## src/rtl/dbg_pkg.sv

```systemverilog
// -----------------------------------------------------------------------------
// dbg_pkg
// Shared definitions for the debug command bridge:
//   - command opcodes (OP_WR / OP_RD) and response bytes (RSP_OK / RSP_ERR)
//   - bridge FSM state encoding
//   - is_opcode(): true for a byte that starts a valid command frame
// -----------------------------------------------------------------------------
package dbg_pkg;

    localparam logic [7:0] OP_WR   = 8'h57;  // 'W'
    localparam logic [7:0] OP_RD   = 8'h52;  // 'R'
    localparam logic [7:0] RSP_OK  = 8'h4B;  // 'K'
    localparam logic [7:0] RSP_ERR = 8'h45;  // 'E'

    typedef enum logic [2:0] {
        ST_IDLE,
        ST_ADDR,
        ST_DLO,
        ST_DHI,
        ST_EXEC,
        ST_RSP0,
        ST_RSP1
    } state_t;

    function automatic logic is_opcode(input logic [7:0] b);
        return (b == OP_WR) || (b == OP_RD);
    endfunction

endpackage

```

## src/rtl/dbg_timeout_ctr.sv

```systemverilog
// -----------------------------------------------------------------------------
// dbg_timeout_ctr
// Saturating watchdog counter. Counts cycles while enabled; expired is high
// during the LIMIT-th enabled cycle since the last clear, so a transition
// taken on that edge lands exactly LIMIT cycles after counting started.
// Ports:
//   clk, rst_n  clock, synchronous active-low reset
//   clear       restart the count (wins over enable)
//   enable      count this cycle
//   expired     LIMIT cycles have elapsed (count holds there, never wraps)
// -----------------------------------------------------------------------------
module dbg_timeout_ctr #(
    parameter int LIMIT = 1024
) (
    input  logic clk,
    input  logic rst_n,
    input  logic clear,
    input  logic enable,
    output logic expired
);

    localparam int             W    = $clog2(LIMIT);
    localparam logic [W-1:0]   LAST = W'(LIMIT - 1);

    logic [W-1:0] r_cnt;

    // NOTE: sequential state is assigned with <= so every flop samples the
    // pre-edge values regardless of statement order.
    always_ff @(posedge clk) begin
        if (!rst_n || clear) begin
            r_cnt <= '0;
        end else if (enable && (r_cnt != LAST)) begin
            r_cnt <= r_cnt + W'(1);
        end
    end

    assign expired = (r_cnt == LAST);

endmodule

```

## src/rtl/dbg_cmd_bridge.sv

```systemverilog
// -----------------------------------------------------------------------------
// dbg_cmd_bridge
// Parses 'W' addr dlo dhi / 'R' addr frames from the UART receiver, runs one
// strobe-and-wait cycle on the debug register bus, and returns 'K', the read
// data (lo, hi), or 'E' on bus timeout to the UART transmitter.
// Ports:
//   clk, rst_n            clock, synchronous active-low reset
//   rx_data, rx_valid     received byte stream (rx_valid is a 1-cycle pulse)
//   tx_data, tx_valid,    response byte stream, valid/ready handshake
//   tx_ready
//   dbg_a, dbg_di         bus address / write data (hold last latched value)
//   dbg_we, dbg_rd        bus strobes, held until dbg_ready or abort
//   dbg_do, dbg_ready     bus read data / cycle complete
//   busy                  FSM not idle
//   err                   1-cycle pulse on bus timeout
//   rx_drop               1-cycle pulse when a byte arrives during EXEC/RSP
// -----------------------------------------------------------------------------
module dbg_cmd_bridge
    import dbg_pkg::*;
#(
    parameter int BUS_TIMEOUT   = 1024,
    parameter int FRAME_TIMEOUT = 65535
) (
    input  logic        clk,
    input  logic        rst_n,
    input  logic [7:0]  rx_data,
    input  logic        rx_valid,
    output logic [7:0]  tx_data,
    output logic        tx_valid,
    input  logic        tx_ready,
    output logic [7:0]  dbg_a,
    output logic [15:0] dbg_di,
    output logic        dbg_we,
    output logic        dbg_rd,
    input  logic [15:0] dbg_do,
    input  logic        dbg_ready,
    output logic        busy,
    output logic        err,
    output logic        rx_drop
);

    state_t      r_state;
    logic        r_is_wr;
    logic        r_bus_err;
    logic [7:0]  r_rd_hi;
    logic [7:0]  r_tx_data;
    logic        r_tx_valid;
    logic [7:0]  r_a;
    logic [15:0] r_di;
    logic        r_we;
    logic        r_rd;
    logic        r_busy;
    logic        r_err;
    logic        r_rx_drop;

    logic w_in_exec;
    logic w_in_frame;
    logic w_bus_exp;
    logic w_frame_exp;

    assign w_in_exec  = (r_state == ST_EXEC);
    assign w_in_frame = (r_state == ST_ADDR) || (r_state == ST_DLO) || (r_state == ST_DHI);

    // Bus watchdog: counts strobe cycles, restarts whenever EXEC is left.
    dbg_timeout_ctr #(.LIMIT(BUS_TIMEOUT)) u_bus_wd (
        .clk     (clk),
        .rst_n   (rst_n),
        .clear   (!w_in_exec),
        .enable  (w_in_exec),
        .expired (w_bus_exp)
    );

    // Frame watchdog: counts idle cycles between bytes of a partial frame.
    dbg_timeout_ctr #(.LIMIT(FRAME_TIMEOUT)) u_frame_wd (
        .clk     (clk),
        .rst_n   (rst_n),
        .clear   (!w_in_frame || rx_valid),
        .enable  (w_in_frame),
        .expired (w_frame_exp)
    );

    always_ff @(posedge clk) begin
        if (!rst_n) begin
            r_state    <= ST_IDLE;
            r_is_wr    <= 1'b0;
            r_bus_err  <= 1'b0;
            r_rd_hi    <= '0;
            r_tx_data  <= '0;
            r_tx_valid <= 1'b0;
            r_a        <= '0;
            r_di       <= '0;
            r_we       <= 1'b0;
            r_rd       <= 1'b0;
            r_busy     <= 1'b0;
            r_err      <= 1'b0;
            r_rx_drop  <= 1'b0;
        end else begin
            r_err     <= 1'b0;
            r_rx_drop <= 1'b0;

            case (r_state)
                ST_IDLE: begin
                    if (rx_valid && is_opcode(rx_data)) begin
                        r_is_wr <= (rx_data == OP_WR);
                        r_state <= ST_ADDR;
                        r_busy  <= 1'b1;
                    end
                end

                // A received byte wins over a same-cycle frame expiry.
                ST_ADDR: begin
                    if (rx_valid) begin
                        r_a <= rx_data;
                        if (r_is_wr) begin
                            r_state <= ST_DLO;
                        end else begin
                            r_state <= ST_EXEC;
                            r_rd    <= 1'b1;
                        end
                    end else if (w_frame_exp) begin
                        r_state <= ST_IDLE;
                        r_busy  <= 1'b0;
                    end
                end

                ST_DLO: begin
                    if (rx_valid) begin
                        r_di[7:0] <= rx_data;
                        r_state   <= ST_DHI;
                    end else if (w_frame_exp) begin
                        r_state <= ST_IDLE;
                        r_busy  <= 1'b0;
                    end
                end

                ST_DHI: begin
                    if (rx_valid) begin
                        r_di[15:8] <= rx_data;
                        r_state    <= ST_EXEC;
                        r_we       <= 1'b1;
                    end else if (w_frame_exp) begin
                        r_state <= ST_IDLE;
                        r_busy  <= 1'b0;
                    end
                end

                // dbg_ready on the last counted cycle beats the watchdog.
                ST_EXEC: begin
                    r_rx_drop <= rx_valid;
                    if (dbg_ready) begin
                        r_we       <= 1'b0;
                        r_rd       <= 1'b0;
                        r_bus_err  <= 1'b0;
                        r_rd_hi    <= dbg_do[15:8];
                        r_tx_data  <= r_is_wr ? RSP_OK : dbg_do[7:0];
                        r_tx_valid <= 1'b1;
                        r_state    <= ST_RSP0;
                    end else if (w_bus_exp) begin
                        r_we       <= 1'b0;
                        r_rd       <= 1'b0;
                        r_bus_err  <= 1'b1;
                        r_err      <= 1'b1;
                        r_tx_data  <= RSP_ERR;
                        r_tx_valid <= 1'b1;
                        r_state    <= ST_RSP0;
                    end
                end

                ST_RSP0: begin
                    r_rx_drop <= rx_valid;
                    if (tx_ready) begin
                        if (!r_is_wr && !r_bus_err) begin
                            r_tx_data <= r_rd_hi;
                            r_state   <= ST_RSP1;
                        end else begin
                            r_tx_valid <= 1'b0;
                            r_state    <= ST_IDLE;
                            r_busy     <= 1'b0;
                        end
                    end
                end

                ST_RSP1: begin
                    r_rx_drop <= rx_valid;
                    if (tx_ready) begin
                        r_tx_valid <= 1'b0;
                        r_state    <= ST_IDLE;
                        r_busy     <= 1'b0;
                    end
                end

                // NOTE: the 3-bit encoding has an unused value; recover to IDLE
                // rather than leaving the next state unspecified.
                default: begin
                    r_state <= ST_IDLE;
                    r_busy  <= 1'b0;
                end
            endcase
        end
    end

    assign tx_data  = r_tx_data;
    assign tx_valid = r_tx_valid;
    assign dbg_a    = r_a;
    assign dbg_di   = r_di;
    assign dbg_we   = r_we;
    assign dbg_rd   = r_rd;
    assign busy     = r_busy;
    assign err      = r_err;
    assign rx_drop  = r_rx_drop;

endmodule
```

## config.mk

```make
export PLATFORM = sky130hd
export DESIGN_NAME = dbg_cmd_bridge
export DESIGN_NICKNAME = d
export VERILOG_FILES = /design/src/rtl/dbg_pkg.sv /design/src/rtl/dbg_timeout_ctr.sv /design/src/rtl/dbg_cmd_bridge.sv
export SDC_FILE = /design/constraint.sdc
export NUM_CORES = 1
export LEC_CHECK = 0
export ABC_CLOCK_PERIOD_IN_PS = 2240
export CAP_MARGIN = 20
export CORE_UTILIZATION = 52
export CTS_CLUSTER_SIZE = 25
export DETAILED_ROUTE_END_ITERATION = 7
export GPL_ROUTABILITY_DRIVEN = 0
export PLACE_DENSITY = 0.87
export SETUP_SLACK_MARGIN = 0.3
export SLEW_MARGIN = 20
export SYNTH_ARGS = -nofsm -noshare
export SYNTH_HDL_FRONTEND = slang
export SYNTH_SLANG_ARGS = --single-unit
```

## constraint.sdc

```tcl
create_clock -name clk -period 2.24 [get_ports clk]
set_clock_uncertainty 0.1 [all_clocks]
set_input_delay 0.448 -clock clk [delete_from_list [all_inputs] [get_ports clk]]
set_output_delay 0.448 -clock clk [all_outputs]
set_load 0.02 [all_outputs]
```

==> results of run 1 <==
[flip-flops by register name, summed over array words and instances (netlist names)]
name / cells
r_bus_err: 1
r_rd_hi: 8
dbg_di: 16
dbg_we: 1
r_is_wr: 1
u_frame_wd.r_cnt: 16
dbg_a: 8
err: 1
tx_valid: 1
rx_drop: 1
dbg_rd: 1
r_state: 3
u_bus_wd.r_cnt: 10
busy: 1
tx_data: 8
[what timing repair did]
item | in CTS | in global routing
pin swaps | 0 | 1
setup endpoints to repair | 10 | 28
buffers inserted | 3 | 1
gates resized for setup | 2 | 7
[power by group through the flow]
stage | sequential, mW | combinational [mW] | clock [mW]
after global placement | 1.42 | 0.170 | 0
after CTS | 1.38 | 0.179 | 1.27
after global routing | 1.39 | 0.192 | 1.33
after floorplan | 1.42 | 0.0716 | 0
final | 1.38 | 0.179 | 1.26
after detailed placement | 1.42 | 0.173 | 0
[per-stage QoR]
step | util [%] | setup WS [ns] | hold WS, ns | area, um2
finish | 71.43 | 0.3503 | 0.3660 | 4639
global route | 71.43 | 0.2774 | 0.3887 | 4639
CTS | 71.01 | 0.3146 | 0.3606 | 4612
detailed placement | 66.77 | 0.009819 | 0.3496 | 4337
global placement | 66.77 | 0.1001 | 0.3424 | 4337
floorplan | - | 0.4533 | 0.3353 | 3561
[logic make-up (layout without fill, tap and decap cells)]
logic type | Yosys count | count (layout) | share of synthesized area (%)
AO/OA/AOI/OAI | 82 | 82 | 17.15
multiplexers | 8 | 8 | 2.249
XOR/XNOR | 19 | 19 | 4.673
flip-flops | 77 | 77 | 43.29
adder cells (fa/ha/maj) | 3 | 3 | 1.054
AND/OR/NAND/NOR | 196 | 196 | 27.90
buffers and inverters | 27 | 109 | 3.689
[final cells by class]
class                   instances  area (um2)  area share (%)
well taps                      77       96.34           2.077
multi-input cells             308        1917           41.32
clock buffers                  10       127.6           2.751
clock inverters                 6       111.4           2.400
flip-flops and latches         77        1546           33.33
repair buffers                 87       818.3           17.64
inverters                       6       22.52          0.4854
[cells in the final DEF (no fill, tap or decap), types with 6 or more instances in the layout]
cell type	synthesis	routed
clkdlybuf4s50_1	0	66
a21boi_0	25	25
clkbuf_8	0	9
a21oi_1	8	8
or3_1	8	7
o21ai_0	13	13
nand4_1	8	8
buf_4	2	21
nor3_1	8	8
nor2_1	38	38
o211ai_1	6	6
nor2b_1	11	11
inv_1	6	6
mux2i_1	8	8
xor2_1	13	13
nand2b_1	6	6
xnor2_1	6	6
nand2_1	72	72
dfxtp_1	77	73
nand3_1	19	19
[routing by layer]
metal | wire [um] | global-route usage [%]
met5 | 0 | 0
met4 | 106 | 10.02
met3 | 607 | 8.063
met2 | 4291 | 43.61
met1 | 3565 | 29.53
[worst paths after layout]
| check | start | to | slack [ns] | depth (start not counted) |
|---|---|---|---|---|
| max reg2reg | r_state[2] | r_state[1] | 0.40 | 5 |
| min reg2reg | r_rd_hi[7] | r_rd_hi[7] | 0.37 | 2 |
| min | r_rd_hi[7] | r_rd_hi[7] | 0.37 | 2 |
| max | busy | busy | 0.35 | 1 |
==> qor.yml, run 1 <==
run_status: "finished, final reports clean"
setup_viol: 0
die_w_um: 84.75
syn_to_final_growth_pct: 30.29
cts_tree: "yes"
cp_slowest_stage_delay_ns: 0.62
relSlewSlack_pct: 67.45
worst_pin_slew_ns: 0.4845
overflow: 0
track_usage_pct: 25.41
grt_pass1_wl_um: 14470
hold_path.class: "reg2reg"
p_switching_mw: 0.6127
crit_type: "reg2out"
cts.path.max_buffers: 2
post-synth-top-count-cell: "dfxtp_1"
finalSetupTns_ns: 0
combPwrFrac_pct: 6.3
synthCells: 412
dpl.cell_count: 551
seq_power_share_pct: 48.9
synth_top_area_share_pct: 43.29
hold_viol_final: 0
cts-buffers-inserted: 9
critPathTopFamily: "buffers and inverters"
insertedDiodeCount: 0
ys_top_cells_by_count: "dfxtp_1 (77), nand2_1 (72), nor2_1 (38)"
crit_required_ns: 1.69
yosysSeqAreaShare_pct: 43.29
io_pins: 67
die-area_um2: 7183
period_needed_ns: 1.890
ys_top_cells_by_area: "dfxtp_1 (43%), nand2_1 (7.6%), a21boi_0 (5.3%), nor2_1 (4.0%), xor2_1 (3.2%)"
finalNonFillerCells: 571
cts.sinks: 77
hpwl_um: 5979
drive_gt1_share_pct: 11.54
yosysWarnings: 0
maxSlewViolCount: 0
die-height_um: 84.75
p_leak_nw: 1.649
path_buf_inv: 1
synth_fp_nets: 444
drt-pass1-iter-count: 4
p_int_mw: 2.215
vias_per_cell: 5.639
crit_fanout: 2
start_util_pct: 54.83
rsz0062_at_grt: "yes"
drc: 0
drv_cap: 0
max_freq_mhz: 529.2
finalPower_mw: 2.828
synth_area_leader_cell: "dfxtp_1"
powerDensity_nw_per_um2: 609.5
cpMaxStageDelayCell: "clkdlybuf4s50_1"
htree_num_levels: 3
io_buffers: 66
worstSetupStartpointType: "register"
drt_iter0_markers: 172
clk_pin_slew_ns: 0.08
cts_root_buffer: "clkbuf_8"
synth_seq_cells: 77
grt_pass1_vias: 3158
swShare_pct: 21.67
syn_avg_cell_area_um2: 8.643
syn_area_um2: 3561
nets: 521
synth-edff-count: 0
clock_latency_ns: 0.35
hold_buffers: 0
ant_nets: 0
worstPathArrival_ns: 1.34
antenna_found_initial: 0
drt-total-wl_um: 8570
via_count: 3220
core_um2: 6495
worstSetupEndpointType: "primary output"
grt_max_degree: 57
finalCritPeriodShare_pct: 84.36
async_flop_share_pct: 0
path_cells: "clkdlybuf4s50_1"
rows: 29
wire_per_inst_um: 15.01
synthFlopType: "dfxtp_1"
ir_drop_mv: 0.4148
yosysUniqueCellTypes: 57
p_clk_share_pct: 44.7
n_fill_cell: 472
(Power assumes the default switching activity.)
==> run 2: changes to the inputs <==
- ABC_CLOCK_PERIOD_IN_PS: 2240 -> 1900
- clock period: 2.24 -> 1.9 ns (I/O delays scaled with it)
==> qor.yml, run 2 (synthesis results as in run 1) <==
setup_viol: 0  # unchanged
syn_to_final_growth_pct: 52.53
finalCritPeriodShare_pct: 98.74
swShare_pct: 22.24  # +0.57 points
drv_cap: 0  # unchanged
wire_per_inst_um: 21.87  # +46%
worstPathArrival_ns: 2.02  # +0.68 ns
most-common-layout-cells: "nand2_1 (65), dfxtp_1 (55), buf_4 (47)"
hold_slack_ns: 0.3694  # +0.003338 ns
hold-path-cell-count: 2  # unchanged
r2r-end: "u_frame_wd.r_cnt[6]"
crit_type: "reg2reg"
p_leak_nw: 2.168  # +31%
ir_drop_mv: 0.5514  # +33%
worstSetupEndpointType: "register"
hold_buffers: 0  # unchanged
finalNonFillerCells: 615  # +7.7%
hold_viol_final: 0  # unchanged
overflow: 0  # unchanged
p_switching_mw: 0.7690  # +26%
drt-total-wl_um: 13450  # +57%
finish.utilization_pct: 83.63  # +12 points
worstSetupStartpointType: "register"
start_util_pct: 54.83  # unchanged
insertedDiodeCount: 0  # unchanged
r2r_start: "u_frame_wd.r_cnt[12]"
cts.path.max_buffers: 2  # unchanged
rows: 29  # unchanged
vias_per_cell: 6.436  # +14%
cts_root_buffer: "clkbuf_8"
n_fill_cell: 308  # -35%
track_usage_pct: 30.16  # +4.8 points
finalPower_mw: 3.458  # +22%
powerDensity_nw_per_um2: 636.7  # +4.5%
worstSetupEndpoint: "u_frame_wd.r_cnt[6]"
core_um2: 6495  # unchanged
dpl_cell_area_um2: 4536  # +4.6%
crit_required_ns: 2.05  # +0.36 ns
seq_power_share_pct: 46.9  # -2.0 points
run_status: "finished, final reports clean"
final_common_cell: "nand2_1"
cts_tree: "yes"
die_w_um: 84.75  # unchanged
grt_pass1_wl_um: 16880  # +17%
p_int_mw: 2.689  # +21%
die-height_um: 84.75  # unchanged
r2r_cells: 5  # unchanged
drt-pass1-iter-count: 5  # +1
clock_latency_ns: 0.36  # about the same
register_area_um2: 1587  # +2.6%
antenna_found_initial: 0  # unchanged
grt_max_degree: 27  # -53%
io_pins: 67  # unchanged
cts-buffers-inserted: 9  # unchanged
ant_nets: 0  # unchanged
maxSlewViolCount: 0  # unchanged
reg2reg_slack_ns: 0.02  # -0.38 ns
grt_pass1_vias: 3636  # +15%
period_needed_ns: 1.876
crit_fanout: 5  # +3
clk_pin_slew_ns: 0.08  # about the same
nets: 566  # +8.6%
p_clk_share_pct: 45.1  # +0.4 points
hpwl_um: 6323  # +5.8%
die-area_um2: 7183  # unchanged
dpl.cell_count: 572  # +3.8%
drive_gt1_share_pct: 30.48  # +19 points
critPathLaunch: "u_frame_wd.r_cnt[12]"
max_freq_mhz: 533.1
htree_num_levels: 3  # unchanged
relSlewSlack_pct: 68.13  # +0.68 points
io_buffers: 66  # unchanged
rsz0062_at_grt: "yes"
drt_iter0_markers: 409  # +140%
stdcell_area_um2: 5431  # +17%
via_count: 3958  # +23%
cts.sinks: 77  # unchanged
combPwrFrac_pct: 7.9  # +1.6 points
multiInputGateArea_um2: 2280  # +19%
hold_path.class: "reg2reg"
worst_pin_slew_ns: 0.4773  # -0.007193 ns
drc: 0  # unchanged
## run 2: cell types whose count changed in the layout (fill, tap and decap cells not counted), moves of 5 or more
cell             previous run  this run
buf_4                      21        47
buf_6                       0        13
clkdlybuf4s50_1            66        25
dfxtp_1                    73        55
dfxtp_2                     4        15
dfxtp_4                     0         7
dlygate4sd2_1               0        40
nand2_1                    72        65
nand2_2                     0         6
nor3_1                      8         3
## run 2: cell type report
class / instances / share of cell area (%)
clock buffer: 11 / 2.787
clock inverter: 4 / 1.751
inverter: 6 / 0.4147
multi-input combinational: 309 / 41.97
sequential: 77 / 29.21
tap: 77 / 1.774
timing repair buffer: 131 / 22.09
## run 2: worst min-delay path by stage
stage / from / endpoint / slack (ns)
6_report: tx_data[2] / tx_data[2] / 0.37
5_1_grt: tx_data[6] / tx_data[6] / 0.39
4_1_cts: tx_data[2] / tx_data[2] / 0.36
3_5_place_dp: tx_data[2] / tx_data[2] / 0.35
3_3_place_gp: r_rd_hi[7] / r_rd_hi[7] / 0.34
2_1_floorplan: r_rd_hi[7] / r_rd_hi[7] / 0.34
## run 2: layer usage
layer | track usage, % | vias up | share of wire, %
met2 | 53.58 | 271 | 49
met4 | 15.10 | 0 | 6.9
met1 | 33.23 | 1902 | 36
met5 | 0 | - | 0
li1 | - | 1691 | -
met3 | 7.965 | 94 | 8.3
## run 2: stage by stage
stage          setup TNS (ns)  setup WS, ns
6_report                    0       0.02403
4_1_cts                     0        0.1475
3_5_place_dp           -2.923       -0.2123
2_1_floorplan               0        0.2592
5_1_grt             -0.006074     -0.006074
3_3_place_gp          -0.9766       -0.1495
## run 2: timing repair
action | CTS | global route
cloned | 1 | 1
hold endpoints to repair | 0 | 0
gates resized for setup | 104 | 56
buffers inserted | 10 | 16
setup endpoints to repair | 108 | 70
pin swaps | 20 | 36
## run 2: power by group through the flow
stage / logic [mW] / registers [mW] / clock network (mW)
after floorplan: 0.0845 / 1.67 / 0
after global placement: 0.215 / 1.67 / 0
after detailed placement: 0.220 / 1.67 / 0
after CTS: 0.240 / 1.62 / 1.54
after global routing: 0.286 / 1.62 / 1.63
final: 0.275 / 1.62 / 1.56
## run 2: worst max-delay path, stage by stage (launching register included)
cell	delay, ns
dfxtp_2	0.38
nand4_1	0.23
or3_4	0.49
o211ai_1	0.25
xor2_1	0.24
nor2_1	0.07
